File: config.mk
export PLATFORM = sky130hd
export DESIGN_NAME = datard_flat
export DESIGN_NICKNAME = d
export VERILOG_FILES = /design/src/rtl/datard_if.sv /design/src/rtl/datard.sv /design/src/flat_wrapper.sv
export SDC_FILE = /design/constraint.sdc
export NUM_CORES = 1
export LEC_CHECK = 0
export ABC_AREA = 0
export CORE_AREA = 4 4 144 118
export DETAILED_ROUTE_END_ITERATION = 8
export DIE_AREA = 0 0 148 122
export MAX_ROUTING_LAYER = met4
export PLACE_DENSITY = 0.87
export SLEW_MARGIN = 0
export SYNTH_ARGS = -nofsm -noshare
export SYNTH_HDL_FRONTEND = slang
export SYNTH_SLANG_ARGS = --single-unit
export TNS_END_PERCENT = 10
File: constraint.sdc
create_clock -name clk -period 6.8 [get_ports clk]
set_clock_uncertainty 0.2 [all_clocks]
set_input_delay 1.36 -clock clk [delete_from_list [all_inputs] [get_ports clk]]
set_output_delay 1.36 -clock clk [all_outputs]
set_load 0.1 [all_outputs]
File: src/rtl/datard_if.sv
// Signal bundle for datard: scheduler command, SRAM read port and egress port.
// The master modport is the datard view; slave is the surrounding logic.
interface datard_if #(
  parameter int num_of_ports         = 16,
  parameter int sg_data_width        = 64,
  parameter int sg_address_width     = 12,
  parameter int sg_des_width         = 4,
  parameter int sg_pack_length_width = 7
);
  logic                            start;
  logic [sg_address_width-1:0]     address_in;
  logic [sg_pack_length_width-1:0] pack_length_in;
  logic [sg_des_width-1:0]         des_port_in;
  logic                            busy;
  logic                            read_enable;
  logic [sg_address_width-1:0]     address_read;
  logic [sg_data_width-1:0]        data_read;
  logic [sg_data_width-1:0]        data_out;
  logic                            data_valid;
  logic                            port_ready;
  logic                            sop;
  logic [num_of_ports-1:0]         eop;
  logic [sg_des_width-1:0]         des_port;
  logic                            done;

  modport master (
    input  start, address_in, pack_length_in, des_port_in, data_read, port_ready,
    output busy, read_enable, address_read, data_out, data_valid, sop, eop, des_port, done
  );

  modport slave (
    output start, address_in, pack_length_in, des_port_in, data_read, port_ready,
    input  busy, read_enable, address_read, data_out, data_valid, sop, eop, des_port, done
  );
endinterface

File: src/rtl/datard.sv
// Packet read engine: issues SRAM reads for one packet and streams the words
// through a 2-entry skid buffer to the egress port with sop/eop framing.
module datard #(
  parameter int num_of_ports         = 16,
  parameter int sg_data_width        = 64,
  parameter int sg_address_width     = 12,
  parameter int sg_des_width         = 4,
  parameter int sg_pack_length_width = 7
) (
  input logic       clk,
  input logic       rst,
  datard_if.master  bus
);
  localparam int AW = sg_address_width;
  localparam int LW = sg_pack_length_width;
  localparam int DW = sg_des_width;
  localparam int WW = sg_data_width;
  localparam int NP = num_of_ports;

  localparam logic [LW-1:0] LEN_ZERO = {LW{1'b0}};
  localparam logic [LW-1:0] LEN_ONE  = {{(LW-1){1'b0}}, 1'b1};
  localparam logic [AW-1:0] ADDR_ONE = {{(AW-1){1'b0}}, 1'b1};
  localparam logic [NP-1:0] PORT_ONE = {{(NP-1){1'b0}}, 1'b1};

  typedef enum logic [1:0] {
    IDLE  = 2'd0,
    READ  = 2'd1,
    DRAIN = 2'd2
  } state_t;

  state_t          state_r;
  state_t          state_s;
  logic [AW-1:0]   addr_r;
  logic [LW-1:0]   len_r;
  logic [LW-1:0]   issued_r;
  logic [LW-1:0]   delivered_r;
  logic [DW-1:0]   des_r;
  logic            inflight_r;
  logic            done_r;
  logic [1:0]      occ_r;
  logic            wr_ptr_r;
  logic            rd_ptr_r;
  logic [WW-1:0]   buf0_r;
  logic [WW-1:0]   buf1_r;

  logic            accept_s;
  logic            data_valid_s;
  logic            pop_s;
  logic [2:0]      load_s;
  logic            issue_s;
  logic            last_issue_s;
  logic            last_pop_s;
  logic [LW-1:0]   len_m1_s;
  logic [NP-1:0]   eop_s;

  // Per-cycle handshake, issue and framing decisions.
  always_comb begin
    accept_s     = (state_r == IDLE) && bus.start && (bus.pack_length_in != LEN_ZERO);
    len_m1_s     = len_r - LEN_ONE;
    data_valid_s = (occ_r != 2'd0);
    pop_s        = data_valid_s && bus.port_ready;
    // Occupancy the buffer will hold once the in-flight word lands, net of this cycle's pop.
    load_s       = {1'b0, occ_r} + {2'b00, inflight_r} - {2'b00, pop_s};
    issue_s      = (state_r == READ) && (issued_r < len_r) && (load_s < 3'd2);
    last_issue_s = issue_s && (issued_r == len_m1_s);
    last_pop_s   = pop_s && (delivered_r == len_m1_s);
    if (data_valid_s && (delivered_r == len_m1_s)) begin
      eop_s = PORT_ONE << des_r;
    end else begin
      eop_s = {NP{1'b0}};
    end
  end

  // Next-state logic for the packet sequencer.
  always_comb begin
    state_s = state_r;
    case (state_r)
      IDLE: begin
        if (accept_s) begin
          state_s = READ;
        end else begin
          state_s = IDLE;
        end
      end
      READ: begin
        if (last_issue_s) begin
          state_s = DRAIN;
        end else begin
          state_s = READ;
        end
      end
      DRAIN: begin
        if (last_pop_s) begin
          state_s = IDLE;
        end else begin
          state_s = DRAIN;
        end
      end
      default: state_s = IDLE;
    endcase
  end

  // Sequencer state register.
  always_ff @(posedge clk or negedge rst) begin
    if (!rst) begin
      state_r <= IDLE;
    end else begin
      state_r <= state_s;
    end
  end

  // Command latch, address/issue/deliver counters and done pulse.
  always_ff @(posedge clk or negedge rst) begin
    if (!rst) begin
      addr_r      <= {AW{1'b0}};
      len_r       <= LEN_ZERO;
      des_r       <= {DW{1'b0}};
      issued_r    <= LEN_ZERO;
      delivered_r <= LEN_ZERO;
      inflight_r  <= 1'b0;
      done_r      <= 1'b0;
    end else begin
      inflight_r <= issue_s;
      done_r     <= (state_r == DRAIN) && last_pop_s;
      if (accept_s) begin
        addr_r      <= bus.address_in;
        len_r       <= bus.pack_length_in;
        des_r       <= bus.des_port_in;
        issued_r    <= LEN_ZERO;
        delivered_r <= LEN_ZERO;
      end else begin
        if (issue_s) begin
          addr_r   <= addr_r + ADDR_ONE;
          issued_r <= issued_r + LEN_ONE;
        end
        if (pop_s) begin
          delivered_r <= delivered_r + LEN_ONE;
        end
      end
    end
  end

  // Two-entry skid buffer; a returning word and a pop may share a cycle.
  always_ff @(posedge clk or negedge rst) begin
    if (!rst) begin
      buf0_r   <= {WW{1'b0}};
      buf1_r   <= {WW{1'b0}};
      wr_ptr_r <= 1'b0;
      rd_ptr_r <= 1'b0;
      occ_r    <= 2'd0;
    end else begin
      if (inflight_r) begin
        if (wr_ptr_r) begin
          buf1_r <= bus.data_read;
        end else begin
          buf0_r <= bus.data_read;
        end
        wr_ptr_r <= ~wr_ptr_r;
      end
      if (pop_s) begin
        rd_ptr_r <= ~rd_ptr_r;
      end
      occ_r <= occ_r + {1'b0, inflight_r} - {1'b0, pop_s};
    end
  end

  assign bus.busy         = (state_r != IDLE);
  assign bus.read_enable  = issue_s;
  assign bus.address_read = issue_s ? addr_r : {AW{1'b0}};
  assign bus.data_out     = rd_ptr_r ? buf1_r : buf0_r;
  assign bus.data_valid   = data_valid_s;
  assign bus.sop          = data_valid_s && (delivered_r == LEN_ZERO);
  assign bus.eop          = eop_s;
  assign bus.des_port     = des_r;
  assign bus.done         = done_r;
endmodule

File: src/flat_wrapper.sv
// flat-port wrapper written by rule: the top's interface ports become plain ports
module datard_flat 
#(
  parameter int num_of_ports         = 16,
  parameter int sg_data_width        = 64,
  parameter int sg_address_width     = 12,
  parameter int sg_des_width         = 4,
  parameter int sg_pack_length_width = 7
)
  (clk, rst, bus_start, bus_address_in, bus_pack_length_in, bus_des_port_in, bus_data_read, bus_port_ready, bus_busy, bus_read_enable, bus_address_read, bus_data_out, bus_data_valid, bus_sop, bus_eop, bus_des_port, bus_done);
  datard_if #(.num_of_ports(num_of_ports), .sg_data_width(sg_data_width), .sg_address_width(sg_address_width), .sg_des_width(sg_des_width), .sg_pack_length_width(sg_pack_length_width)) bus_i ();
  input logic clk;
  input logic rst;
  input wire logic [$bits(bus_i.start)-1:0] bus_start;
  input wire logic [$bits(bus_i.address_in)-1:0] bus_address_in;
  input wire logic [$bits(bus_i.pack_length_in)-1:0] bus_pack_length_in;
  input wire logic [$bits(bus_i.des_port_in)-1:0] bus_des_port_in;
  input wire logic [$bits(bus_i.data_read)-1:0] bus_data_read;
  input wire logic [$bits(bus_i.port_ready)-1:0] bus_port_ready;
  output wire logic [$bits(bus_i.busy)-1:0] bus_busy;
  output wire logic [$bits(bus_i.read_enable)-1:0] bus_read_enable;
  output wire logic [$bits(bus_i.address_read)-1:0] bus_address_read;
  output wire logic [$bits(bus_i.data_out)-1:0] bus_data_out;
  output wire logic [$bits(bus_i.data_valid)-1:0] bus_data_valid;
  output wire logic [$bits(bus_i.sop)-1:0] bus_sop;
  output wire logic [$bits(bus_i.eop)-1:0] bus_eop;
  output wire logic [$bits(bus_i.des_port)-1:0] bus_des_port;
  output wire logic [$bits(bus_i.done)-1:0] bus_done;
  assign bus_i.start = bus_start;
  assign bus_i.address_in = bus_address_in;
  assign bus_i.pack_length_in = bus_pack_length_in;
  assign bus_i.des_port_in = bus_des_port_in;
  assign bus_i.data_read = bus_data_read;
  assign bus_i.port_ready = bus_port_ready;
  assign bus_busy = bus_i.busy;
  assign bus_read_enable = bus_i.read_enable;
  assign bus_address_read = bus_i.address_read;
  assign bus_data_out = bus_i.data_out;
  assign bus_data_valid = bus_i.data_valid;
  assign bus_sop = bus_i.sop;
  assign bus_eop = bus_i.eop;
  assign bus_des_port = bus_i.des_port;
  assign bus_done = bus_i.done;
  datard #(.num_of_ports(num_of_ports), .sg_data_width(sg_data_width), .sg_address_width(sg_address_width), .sg_des_width(sg_des_width), .sg_pack_length_width(sg_pack_length_width)) u_core (.clk(clk), .rst(rst), .bus(bus_i));
endmodule
Word level (Yosys, flattened, before mapping)
Index checks and enable logic that the tools add are counted.

cells by class
  $add $sub $neg = 8
  multipliers = 0
  div/mod/pow operators = 0
  $lt $le $gt $ge = 2
  eq/ne operators = 4
  shift-type cells = 1
  multiplexer cells = 13
  bitwise logic cells = 2
  reductions and logical operators = 19

operator list
  kind                                                        count
  two-way mux 64 bit                                          1
  two-way mux 12 bit                                          3
  two-way mux 7 bit                                           4
  two-way mux 16 bit                                          1
  << shifter 1 x 4 -> 16 bit, first input constant            1
  adder 7 x 1 -> 7 bit, second input constant                 2
  == test 7 bit                                               2
  adder 12 x 1 -> 12 bit, second input constant               1
  logical AND 1 bit                                           10
  nonzero test 2 bit                                          4
  zero test 7 bit                                             1
  less-than comparator 7 bit                                  1
  nonzero test 7 bit                                          1
  subtractor 7 x 1 -> 7 bit, second input constant            1
  one-hot mux 2 bit (3 select lines)                          1
  two-way mux 2 bit                                           2
  AND reduction 2 bit                                         2
  adder 2 x 1 -> 3 bit                                        1
  less-than comparator 3 x 2 -> 1 bit, second input constant  1
  subtractor 3 x 1 -> 3 bit                                   1
  adder 2 x 1 -> 2 bit                                        1
  == test 2 x 1 -> 1 bit, second input constant               1
  == test 2 bit, second input constant                        1
  zero test 2 bit                                             1
  other kinds (3)                                             4

word-level totals
  register bits = 173
  latch bits = 0
  bits in writable memories = 0
  bits in read-only memories = 0
  memories kept = 0

Longest topological paths before layout
  depth after elaboration = 8
  depth in mapped cells = 12

Least setup slack after synthesis
Ideal clock, no wire load.

  kind = input -> output
  start = in bus_port_ready
  end = out bus_address_read[10]
  arrival = 5252 ps
  data required time = 5240 ps
  setup slack = -12 ps
  stages on the path = 11
  path through = o21ai_1 > inv_1 > ha_1 > inv_1 > ha_1 > fa_1 > a2111oi_0 > nand2_1 > nor2_1 > clkbuf_1 > and2_1

on the way
  cells in the longest elaborated chain, start to end = 5

RTL lines
  item                                 line                RTL
  from (decl)                          flat_wrapper.sv:19  input wire logic [$bits(bus_i.port_ready)-1:0] bus_port_ready;
  logical AND 1 bit                    datard.sv:61        pop_s = data_valid_s && bus.port_ready;
  via u_core.pop_s                     datard.sv:48        logic pop_s;
  subtractor 3 x 1 -> 3 bit            datard.sv:63        load_s = {1'b0, occ_r} + {2'b00, inflight_r} - {2'b00, pop_s};
  via u_core.load_s[1]                 datard.sv:49        logic [2:0] load_s;
  less-than comparator 3 x 2 -> 1 bit  datard.sv:64        issue_s = (state_r == READ) && (issued_r < len_r) && (load_s < 3'd2);
  logical AND 1 bit                    datard.sv:64
  via bus_read_enable                  flat_wrapper.sv:21  output wire logic [$bits(bus_i.read_enable)-1:0] bus_read_enable;
  two-way mux 12 bit                   datard.sv:169       assign bus.address_read = issue_s ? addr_r : {AW{1'b0}};
  to (decl)                            flat_wrapper.sv:22  output wire logic [$bits(bus_i.address_read)-1:0] bus_address_read;

The timed path passes the listed nets, and every way through them passes these cells.

Final worst setup path
  start = in bus_port_ready
  end = out bus_address_read[0]

on the way
  cells in the longest elaborated chain, start to end = 5

RTL lines
  item                                 line
  logical AND 1 bit                    datard.sv:61
  via u_core.pop_s                     datard.sv:48
  subtractor 3 x 1 -> 3 bit            datard.sv:63
  via u_core.load_s[1]                 datard.sv:49
  less-than comparator 3 x 2 -> 1 bit  datard.sv:64
  logical AND 1 bit                    datard.sv:64
  two-way mux 12 bit                   datard.sv:169

The timed path passes the listed nets, and every way through them passes these cells.

==> reports/qor.csv <==
stage,metric,value,unit
sta,timing.max_slew.rel_slack,0.195,
yosys,synth_cell_type_count,46,
place,weighted_congestion_reported_at_the_end_of_routability_driven_placement,0.896,
worst_setup_path,timing.critical_path.from_type,primary input,
yosys,ys_top_cells_by_count,"sky130_fd_sc_hd__mux2_2, sky130_fd_sc_hd__dfrtp_1, sky130_fd_sc_hd__nand2_1, sky130_fd_sc_hd__nor2_1, sky130_fd_sc_hd__clkbuf_1",
yosys,yosysTopAreaCellShare,0.525,
min_path,hold_path.class,flop to flop,
worst_setup_path,crit_required,5.24,ns
clock_tree,numCtsBuffers,17,
finish,fillerInstances,1078,
finish,layout.nets,938,
sta,period_needed,6.12,ns
sta,rsz0062_at_grt,false,
die,die_width,148,um
worst_setup_path,worst_ep_arrival_time,4.56,ns
yosys,post_synthesis_average_cell_area,12.8,sq um
clock_tree,clk_latency,0.43,ns
clock_tree,clock-root-buffer,sky130_fd_sc_hd__clkbuf_16,
clock_tree,htree_num_levels,4,
yosys,post-synth-top-area-cell,sky130_fd_sc_hd__dfrtp_1,
die,io-pin-count,192,
worst_setup_path,crit_fanout,19,
clock_tree,numClockSinks,173,
die,floorplan.die_area,18100,sq um
grt,global_route.overflow_total,0,
route,detail_route.vias_per_cell,5.48,
place,dpl.hpwl,13800,um
worst_setup_path,critPathCaptureType,output pin,
yosys,postSynthCellCount,643,
yosys,synth_fp_nets,749,
clock_tree,cts.path.max_buffers,2,
finish,layout.core_utilization,0.711,
route,first_pass_iters,4,
finish,layout-area-overhead-vs-synth,34.7,%
die,design.core.area,15600,sq um
sta,timing_worst_slew_pin_value,1.21,ns
grt,grt_first_pass_wirelength,31900,um
clock_tree,clk_pin_slew,0.06,ns
yosys,synth-seq-area-share,0.525,
sta,finalHoldViolCount,0,
grt,track_usage,0.229,
route,route.final.wire_length,19900,um
yosys,most_used_standard_cell_by_instance_count_after_synthesis,sky130_fd_sc_hd__mux2_2,
yosys,synth-async-reset-ratio,1.00,
yosys,yosys_warnings,0,
route,detailed_route_drc_error_count,0,
grt,number_of_global_route_vias_before_repair,6310,
sta,hold_ws,0.295,ns
yosys,synth-main-ff-cell,sky130_fd_sc_hd__dfrtp_1,
sta,tns,0,ns
sta,final-setup-viol-count,0,
sta,fmax,0.163,GHz
die,dieHeight,122,um
finish,post_route_cells_drive_above_1_share,0.305,
place,placed_cell_count,1028,
yosys,synthesized_flop_and_latch_total,173,
die,floorplan.rows,41,
clock_tree,hold_buffers_post_cts,0,
route,vias,5810,
die,initial_core_util,0.528,
yosys,synth-edff-count,0,
yosys,synth.area.top_cells,"sky130_fd_sc_hd__dfrtp_1, sky130_fd_sc_hd__mux2_2, sky130_fd_sc_hd__xnor2_1",
flow_run,maxCapViolations,0,
finish,insertedDiodeCount,0,
yosys,syn-cell-area,8240,sq um
grt,grt_max_degree,112,
worst_setup_path,path_class,primary input to output pin,
route,dr.first_iter.drc_count,313,
route,wire_per_inst,18.8,um
clock_tree,post-cts-setup-buffer-count,0,
sta,final.period_utilization,0.900,
sta,report.final.slew_viol_count,0,
clock_tree,cts_repair_resize_count,0,
grt,antenna_violations_before_repair,0,
place,port_buffers,191,
clock_tree,tritoncts,done,
route,drtAntennaViolNets,0,
finish,finalNonFillerCells,1060,
status,outcome,completed,
worst max-delay path, stage by stage:
cell                              delay (ns)
sky130_fd_sc_hd__clkdlybuf4s50_1        0.40
sky130_fd_sc_hd__o21ai_1                0.23
sky130_fd_sc_hd__inv_1                  0.20
sky130_fd_sc_hd__ha_1                   0.32
sky130_fd_sc_hd__inv_1                  0.04
sky130_fd_sc_hd__ha_1                   0.18
sky130_fd_sc_hd__fa_1                   0.46
sky130_fd_sc_hd__a2111oi_0              0.29
sky130_fd_sc_hd__nand2_1                0.13
sky130_fd_sc_hd__nor2_1                 0.24
sky130_fd_sc_hd__buf_4                  0.28
sky130_fd_sc_hd__and2_1                 0.22
sky130_fd_sc_hd__buf_12                 0.19
final timing paths:
path / start / end / slack [ns] / cells after the start
setup / recovery: bus_port_ready / bus_address_read[0] / 0.68 / 13
hold / removal: u_core.state_r[0] / u_core.bus.done / 0.29 / 1
setup reg to reg: u_core.occ_r[1] / u_core.addr_r[2] / 2.92 / 12
hold reg to reg: u_core.state_r[0] / u_core.bus.done / 0.29 / 1
max in group asynchronous: rst / u_core.rd_ptr_r / 4.05 / 2
min in group asynchronous: rst / u_core.addr_r[1] / 0.84 / 1
layout by cell type (no fill, tap or decap), types with 4 or more instances in the layout:
cell type / instances
sky130_fd_sc_hd__mux2_2: 194
sky130_fd_sc_hd__clkdlybuf4s50_1: 177
sky130_fd_sc_hd__dfrtp_1: 172
sky130_fd_sc_hd__nand2_1: 42
sky130_fd_sc_hd__nor2_1: 32
sky130_fd_sc_hd__xnor2_1: 21
sky130_fd_sc_hd__inv_1: 18
sky130_fd_sc_hd__clkbuf_16: 17
sky130_fd_sc_hd__o21ai_0: 14
sky130_fd_sc_hd__ha_1: 14
sky130_fd_sc_hd__and2_1: 13
sky130_fd_sc_hd__buf_12: 13
sky130_fd_sc_hd__nor3_1: 10
sky130_fd_sc_hd__and3_1: 9
sky130_fd_sc_hd__xor2_1: 9
sky130_fd_sc_hd__nor4b_1: 7
sky130_fd_sc_hd__buf_4: 7
sky130_fd_sc_hd__nand4_1: 6
sky130_fd_sc_hd__a311oi_1: 5
sky130_fd_sc_hd__inv_6: 5
sky130_fd_sc_hd__a21oi_1: 4
cells by family after synthesis:
| kind of cell | Yosys count | synth area share |
|---|---|---|
| multiplexers | 194 | 0.265 |
| adder cells (fa/ha/maj) | 15 | 0.0237 |
| AO/OA/AOI/OAI | 38 | 0.0323 |
| AND/OR/NAND/NOR | 144 | 0.0922 |
| buffers and inverters | 46 | 0.0211 |
| flip-flops | 173 | 0.525 |
| XOR/XNOR | 33 | 0.0401 |
per-stage QoR:
stage / cell area, sq um / setup WS [ns]
final: 11100 / 0.682
after global routing: 11100 / 0.423
after CTS: 11100 / 0.703
after detailed placement: 10500 / 0.719
after global placement: 10500 / 0.795
after floorplan: 8240 / 0.487
metal layers:
layer	vias up	GRT usage	wire [um]
met4	0	0.0756	376
met5	-	-	0
met2	153	0.393	10400
met3	30	0.0376	739
met1	2957	0.280	8420
li1	2670	-	-
final cells by class:
class | count | area (sq um) | share of cell area
Tap cell | 215 | 269 | 0.0242
Inverter | 18 | 67.6 | 0.00609
Timing Repair Buffer | 198 | 2100 | 0.189
Clock inverter | 14 | 158 | 0.0142
Sequential cell | 173 | 4330 | 0.390
Clock buffer | 18 | 429 | 0.0387
Multi-Input combinational cell | 424 | 3750 | 0.338
state kept, by name, indices dropped and copies added (netlist names):
name / cells
u_core.addr_r: 12
u_core.buf0_r: 64
u_core.buf1_r: 64
u_core.bus.des_port: 4
u_core.bus.done: 1
u_core.delivered_r: 7
u_core.inflight_r: 1
u_core.issued_r: 7
u_core.len_r: 7
u_core.occ_r: 2
u_core.rd_ptr_r: 1
u_core.state_r: 2
u_core.wr_ptr_r: 1
Power is left out: the tool's default activity adds up to more than one toggle a clock period on the data nets, which glitch-free logic cannot reach.
==> patch: new RTL, same flow settings <==
`num_of_ports` is set to 16 in 3 places; all go to 18.
--- a/src/rtl/datard_if.sv
+++ b/src/rtl/datard_if.sv
@@ -1,7 +1,7 @@
 // Signal bundle for datard: scheduler command, SRAM read port and egress port.
 // The master modport is the datard view; slave is the surrounding logic.
 interface datard_if #(
-  parameter int num_of_ports         = 16,
+  parameter int num_of_ports         = 18,
   parameter int sg_data_width        = 64,
   parameter int sg_address_width     = 12,
   parameter int sg_des_width         = 4,
--- a/src/rtl/datard.sv
+++ b/src/rtl/datard.sv
@@ -1,7 +1,7 @@
 // Packet read engine: issues SRAM reads for one packet and streams the words
 // through a 2-entry skid buffer to the egress port with sop/eop framing.
 module datard #(
-  parameter int num_of_ports         = 16,
+  parameter int num_of_ports         = 18,
   parameter int sg_data_width        = 64,
   parameter int sg_address_width     = 12,
   parameter int sg_des_width         = 4,
--- a/src/flat_wrapper.sv
+++ b/src/flat_wrapper.sv
@@ -1,7 +1,7 @@
 // flat-port wrapper written by rule: the top's interface ports become plain ports
 module datard_flat 
 #(
-  parameter int num_of_ports         = 16,
+  parameter int num_of_ports         = 18,
   parameter int sg_data_width        = 64,
   parameter int sg_address_width     = 12,
   parameter int sg_des_width         = 4,
Interface: changed (resized bus_eop); port bits go from 192 to 194. The function was not compared with the original's and may differ.
==> patch against the original RTL <==
  * Final area up 0.42%
  * Sequential cell count unchanged
  * Die area unchanged
  * Setup slack better by 0.068 ns
  * Synthesized area up 1.3%
  * Routed wire length down 0.64%
  * Critical endpoint is now bus_read_enable
  * Largest cell class unchanged
Power is left out: the tool's default activity adds up to more than one toggle a clock period on the data nets, which glitch-free logic cannot reach.
==> patch: results (changes against the original RTL) <==
Route
The number of optimization iterations in the first detailed-route pass was 4 (unchanged). The DRC violation count after routing is 0 (unchanged). The number of vias per cell was 5.43 (-0.85%).

The detailed-route wire length is 19.8 mm (-0.64%). The iteration-0 DRC count of the detailed router is 283 (-9.6%).

CTS
The clock transition at the registers of the reported paths is 0.06 ns (about the same). The maximum clock path buffer count is 2 (unchanged). The clock latency on the worst-skew pair is 0.42 ns. The number of post-CTS setup repair buffers was 0 (unchanged). The number of buffers added by the clock tree synthesis step came to 17 (unchanged). The number of H-tree levels is 4 (unchanged). The master cell of the clock root buffer is clkbuf_16. The number of cells upsized or downsized after cts is 0 (unchanged).

Synth
The Yosys warning count came to 0 (unchanged). The top flip-flop cell by instance count after synthesis is dfrtp_1. The sequential element share of the synthesized area was 51.9% (-0.65 points). The share of async-settable or async-resettable flops after synthesis is 100% (unchanged). Ranked by total cell area, the synthesized netlist is headed by dfrtp_1, mux2_2, xnor2_1.

The count of unique library cells instantiated by Yosys is 56 (+22%). Sorting the synthesized cells by how often they occur yields mux2_2, dfrtp_1, nand2_1. The number of flops mapped to enable cells by yosys is 0 (unchanged).

Cells and area
The number of nets in the layout was 938 (unchanged). The share of cells above drive strength 1 is 31.6% (+1.1 points). The largest registers in the layout are u_core.buf0_r x64, u_core.buf1_r x64, u_core.addr_r x12. The number of fill cells in the layout is 1115 (+3.4%). The diode insertion count for antenna repair is 0 (unchanged).

Worst setup path
The largest fanout on the critical path is 13 (-6). The arrival time of data at the critical path endpoint is 4.49 ns (-0.07 ns). The family with the most delay on the worst path is buffers and inverters. In this run the worst setup path begins at bus_port_ready. The number of cells on the worst reg-to-reg path is 14 (+2). The cell with the biggest individual delay on the critical path is fa_1. The maximum cell stage delay along the critical path is 0.49 ns (+0.03 ns).

The start of the worst register-to-register path is u_core.occ_r[1]$_DFF_PN0_. The critical register-to-register path endpoint is u_core.addr_r[2]$_DFFE_PN0P_. The minimum setup slack among reg-to-reg paths came to 2.40 ns (-0.52 ns).

Place
The total half-perimeter wirelength after legalization and detailed placement is 14.2 mm (+2.8%). The weighted congestion reported at the end of routability-driven placement is 0.876 (-2.2%). The total of buffers placed on input and output ports was 191 (unchanged).

Min path
For hold timing, the worst endpoint is u_core.bus.done$_DFF_PN0_. The startpoint of the tightest hold check path is u_core.state_r[0]$_DFF_PN0_. The number of cells on the worst hold path came to 1 (unchanged).

The path category of the worst min-delay check is reg -> reg.

Global routing
The initial antenna violation count came to 0 (unchanged). The wire length of the first global-routing pass came to 32.4 mm (+1.4%). The maximum number of pins on one net before global-route repair is 95 (-15%). The via count of the first global-routing pass is 6299 (-0.17%). The met3 layer usage reported by global route is 3.94% (+0.19 points).

The global-route usage over all layers is 23.1% (+0.20 points). The met1 track demand over resource in global routing is 30.0% (+1.9 points). The met2 demand-to-capacity share in global routing is 38.0% (-1.3 points).

STA
The transition time at the pin with the least slew margin is 1.03 ns (-0.178 ns).

Outcome
The run finished with clean final reports.
[patch: worst max path at each step]
stage,end,slack (ns)
global route,bus_read_enable,0.57
CTS,bus_read_enable,0.77
finish,bus_read_enable,0.75
global placement,bus_read_enable,0.85
detailed placement,bus_read_enable,0.78
floorplan,bus_address_read[10],0.21
[patch: area by class of cell]
| cell class | instances | area share, % |
|---|---|---|
| sequential | 173 | 38.9 |
| multi-input combinational | 425 | 34.4 |
| timing repair buffer | 197 | 18.6 |
| clock buffer | 19 | 4.07 |
| tap | 215 | 2.41 |
| clock inverter | 12 | 0.999 |
| inverter | 18 | 0.606 |
[patch: per-stage QoR]
step	setup WS, ns	instances	hold WS, ns	util [%]	area [um^2]
floorplan	0.208	647	0.252	-	8350
global placement	0.847	1028	0.274	67.8	10600
detailed placement	0.779	1028	0.286	67.8	10600
CTS	0.767	1059	0.295	71.4	11100
global route	0.574	1059	0.322	71.4	11100
finish	0.750	1059	0.290	71.4	11100
[patch: worst register-to-register path: cells and delay by family (launching register included)]
family | cells | cell delay, ns
simple gates | 4 | 1.23
buf+inv | 4 | 0.63
fa+ha+maj | 3 | 0.97
compound gates | 2 | 0.51
mux | 1 | 0.35
flops | 1 | 0.41
[patch: logic make-up after synthesis]
group / count (synthesis) / synth area share [%]
compound gates: 38 / 3.31
xor+xnor: 33 / 4.05
fa+ha+maj: 15 / 2.34
buf+inv: 49 / 2.31
flops: 173 / 51.9
mux: 194 / 26.2
other cells: 1 / 0.0449
simple gates: 143 / 9.87
[patch: per-layer routing]
metal	routed length [um]	share of wire (%)	vias up
li1	-	-	2654
met1	8560	43	2924
met2	10100	51	152
met3	812	4.1	25
met4	344	1.7	0
met5	0	0	-
